File: src/rtl/bcd_converter.sv
// bcd_converter: sequential double-dabble conversion of a signed 16-bit value
// into a sign flag plus five BCD digits of its magnitude, one bit per clock.
module bcd_converter (
  input  logic        clk,
  input  logic        R,
  input  logic        start,
  input  logic [15:0] P,
  output logic [3:0]  D0,
  output logic [3:0]  D1,
  output logic [3:0]  D2,
  output logic [3:0]  D3,
  output logic [3:0]  D4,
  output logic        neg,
  output logic        busy,
  output logic        done
);
  typedef enum logic {IDLE, SHIFT} state_t;
  state_t state, state_n;
  logic [15:0] mag;
  logic        sign;
  logic [19:0] scratch, adj, shifted;
  logic [3:0]  cnt;
  logic        last;
  genvar i;
  for (i = 0; i < 5; i++) begin : g_adj
    assign adj[4*i +: 4] = scratch[4*i +: 4] >= 4'd5 ? scratch[4*i +: 4] + 4'd3 : scratch[4*i +: 4];
  end
  assign shifted = {adj[18:0], mag[15]};
  assign last    = cnt == 4'd15;
  assign busy    = state == SHIFT;
  always_ff @(posedge clk or posedge R)
    if (R) state <= IDLE;
    else state <= state_n;
  always_comb begin
    state_n = state;
    state_n = state == IDLE ? (start ? SHIFT : IDLE) : (last ? IDLE : SHIFT);
  end
  always_ff @(posedge clk or posedge R)
    if (R) begin
      mag     <= '0;
      sign    <= 1'b0;
      scratch <= '0;
      cnt     <= '0;
      {D4, D3, D2, D1, D0} <= '0;
      neg     <= 1'b0;
      done    <= 1'b0;
    end else begin
      done <= 1'b0;
      if (state == IDLE && start) begin
        // 0x8000 negates to itself, which read unsigned is exactly 32768
        mag     <= P[15] ? ~P + 16'd1 : P;
        sign    <= P[15];
        scratch <= '0;
        cnt     <= '0;
      end else if (state == SHIFT) begin
        scratch <= shifted;
        mag     <= {mag[14:0], 1'b0};
        cnt     <= cnt + 4'd1;
        if (last) begin
          {D4, D3, D2, D1, D0} <= shifted;
          neg  <= sign;
          done <= 1'b1;
        end
      end
    end
endmodule

File: config.mk
export PLATFORM = sky130hd
export DESIGN_NAME = bcd_converter
export DESIGN_NICKNAME = d
export VERILOG_FILES = /design/src/rtl/bcd_converter.sv
export SDC_FILE = /design/constraint.sdc
export NUM_CORES = 1
export LEC_CHECK = 0
export BUFFER_PORTS_ARGS = -buffer_cell sky130_fd_sc_hd__buf_2
export CORE_ASPECT_RATIO = 1.5
export CORE_MARGIN = 10
export CORE_UTILIZATION = 55
export DETAILED_ROUTE_END_ITERATION = 10
export GPL_ROUTABILITY_DRIVEN = 0
export PLACE_DENSITY = 0.87
export SLEW_MARGIN = 20
export SYNTH_ARGS = -nofsm -noshare
export SYNTH_HDL_FRONTEND = slang
export SYNTH_SLANG_ARGS = --single-unit
File: constraint.sdc
create_clock -name clk -period 3.4 [get_ports clk]
set_input_delay 0.17 -clock clk [delete_from_list [all_inputs] [get_ports clk]]
set_output_delay 0.17 -clock clk [all_outputs]
set_load 0.03 [all_outputs]
==> results by group <==
Detailed routing
  – DRC: 0
  – Total wire length: about 7000 um
  – Post-route ant nets: 0
  – Drt pass-1 iters: 4
  – Routed length per instance: around 15 um
  – Routed vias/inst: 5.65
  – Initial drt markers: 138
  – DR vias: 2705

Yosys
  – Cell count after synthesis: 362
  – Post-synthesis sequential area ratio: 45.8%
  – Ys async rst share: 100%
  – Number of synthesized flops with an enable pin: 0
  – Post-Syn Area: 0.00350 mm2
  – Yosys Warn Count: 0
  – FF+latch count, synth: 64
  – Mapped Avg Cell Area: 9.66 um2
  – Synth unique cells: 38
  – Top FF cell, synth: dfrtp_1
  – Synthesized net count: between 300 and 400

Placement
  – Port Buffer Count: 41
  – Post-DP Area: 0.00375 mm2
  – Post-DP HPWL: 4970 um

Run status
  – Status: finished, final reports clean

Clocking
  – Clock latency on the worst-skew pair: 0.35 ns
  – CTS tree: yes
  – Postcts setup bufs: 0
  – TritonCTS sink count: 64
  – H-Tree Depth: 3
  – Post_cts resized: 0
  – Clock buffer count from CTS: 9
  – Root buf cell: clkbuf_8
  – Cts hold-fix bufs: 0
  – Reg clk slew, reported paths: 0.08 ns
  – Deepest clock path buffer count: 2

Global routing
  – Vias in the first global route: 2802
  – Initial antenna violation count: 0
  – GR Overflow Total: 0
  – First-pass GRT wire length: 12400 um
  – GRT Resource Usage Total: 14.6%
  – Largest net degree at the start of global routing: 48

Setup path
  – Critical Path RT: roughly 3.6 ns
  – Worst EP arrival: 1.95 ns
  – Crit start category: register
  – Worst flop-to-flop path endpoint: scratch[15]
  – R2R Setup Slk: 1.69 ns
  – Cells along the critical path: nor2_1, a21o_1, a22o_1
  – R2R cell count: 3
  – Crit Path Category: reg -> reg
  – Slowest cell on crit path: dfrtp_2
  – Largest stage delay on the critical path: 0.82 ns
  – Critical path fanouts, max: 45
  – Reg2reg start: busy
  – Worst setup EP type: register

STA
  – Final setup violation count: 0
  – Crit share post-route: 50.4%
  – Worst Max-Slew Pin Slew: 0.951 ns
  – Slew Limit Fails: 0
  – Final Hold Fails: 0
  – Max Clock Freq: 584 MHz
  – Relative slew margins: between 30 and 40%
  – Clock period minus final worst setup slack: roughly 1.7 ns
  – RSZ-0062 raised after global routing: false
  – Setup TNS: 0 ns
  – Max Clock Skew: 0.0111 ns

Final layout
  – Commonest non-fill, non-tap cell in the layout: dfrtp_1
  – Diodes inserted: 0
  – Share of cells above drive strength 1: between 10% and 20%
  – Fin nets: 431
  – Final Cell Area: 0.00392 mm2
  – Most frequent cells in the layout: dfrtp_1 (63), buf_2 (41), a21oi_1 (37)
  – Area grow syn2layout: 12.2%

Floorplanning
  – Initial core utilization: 56.6%
  – Die area: 0.0100 mm2
  – Core area: 0.00617 mm2
  – Chip width: 85.1 um
  – I/O pin count: 42
  – Row count: 35
  – Die Span Y: 118 um

Pwr
  – PwrDens: 891 mW/mm2
  – Max rail drop VDD: 0.355 mV
  – Lkg Pwr: 1.92 nW

Min path
  – Hold crit path type: in -> async

Flow run
  – Max-Cap Viols: 0
## worst max-delay path: cells and delay by family (launching register included)
family	cells	cell delay [ns]
flops	1	0.82
compound gates	2	0.46
simple gates	1	0.31
## flip-flops by register name (all words and copies together), names as in the netlist, 4 cells and up
| signal | cells |
|---|---|
| D3 | 4 |
| D4 | 4 |
| D1 | 4 |
| cnt | 4 |
| mag | 16 |
| D2 | 4 |
| D0 | 4 |
| scratch | 20 |
## through the flow
stage                     instances  util [%]  setup slack (ns)  hold WS, ns  power, mW
after floorplan                 362         -              1.63        0.326       2.54
after global placement          463      60.7              1.75        0.430       2.85
after detailed placement        463      60.7              1.71        0.446       2.95
after global routing            479      63.5              1.54        0.112       3.79
after CTS                       479      63.5              1.69       0.0728       3.53
final                           479      63.5              1.69       0.0267       3.50
## routing by layer
layer	up-vias	share of wire, %	global-route usage, %
met4	0	1.7	5.99
li1	1341	-	-
met2	60	52	26.0
met1	1292	42	15.4
met5	-	0	0
met3	12	4.5	3.95
## Yosys cell counts (5+ instances only)
master,instances,area [um2]
buf_2,6,30.0
and2_1,5,31.3
nand2_1,33,124
a22o_1,5,43.8
mux2_2,6,67.6
mux2i_1,19,190
nand3_1,6,30.0
a21o_1,5,37.5
ha_1,12,150
clkbuf_1,12,45.0
o21ai_0,32,160
nor3b_1,13,97.6
a21oi_1,37,185
nor2_1,11,41.3
nand3b_1,7,52.6
dfrtp_1,64,1600
nand4_1,7,43.8
nand2b_1,29,181
inv_1,16,60.1
xnor2_1,6,52.6
## how the worst max path moves through the flow
stage / cells past startpoint / end / start / slack (ns)
after floorplan: 1 / D0[0] / R / 1.63
after global placement: 3 / scratch[15] / busy / 1.75
after detailed placement: 3 / scratch[15] / busy / 1.71
after CTS: 3 / scratch[15] / busy / 1.69
after global routing: 3 / scratch[15] / busy / 1.54
final: 3 / scratch[15] / busy / 1.69
## report_power, final
group | switching [mW] | internal, mW
Sequential | 0.264 | 1.09
Clock | 0.301 | 0.278
Combinational | 0.906 | 0.657
Total | 1.47 | 2.02
## cells by family (layout without fill, tap and decap cells)
logic type | Yosys count | count (layout) | synth area share, %
AND/OR/NAND/NOR | 123 | 123 | 20.6
flip-flops | 64 | 64 | 45.8
adder cells (fa/ha/maj) | 12 | 12 | 4.29
buffers and inverters | 34 | 77 | 3.87
multiplexers | 25 | 25 | 7.37
AO/OA/AOI/OAI | 94 | 94 | 15.5
XOR/XNOR | 10 | 10 | 2.51
## final cells by class
class                           instances  area, um2
Tap cell                               74       92.6
Clock inverter                          6       35.0
Fill cell                             514       2250
Multi-Input combinational cell        264       1760
Inverter                               16       60.1
Sequential cell                        64       1600
Clock buffer                           10        138
Timing Repair Buffer                   45        235
Note: power is estimated with default switching activity, not from simulation.
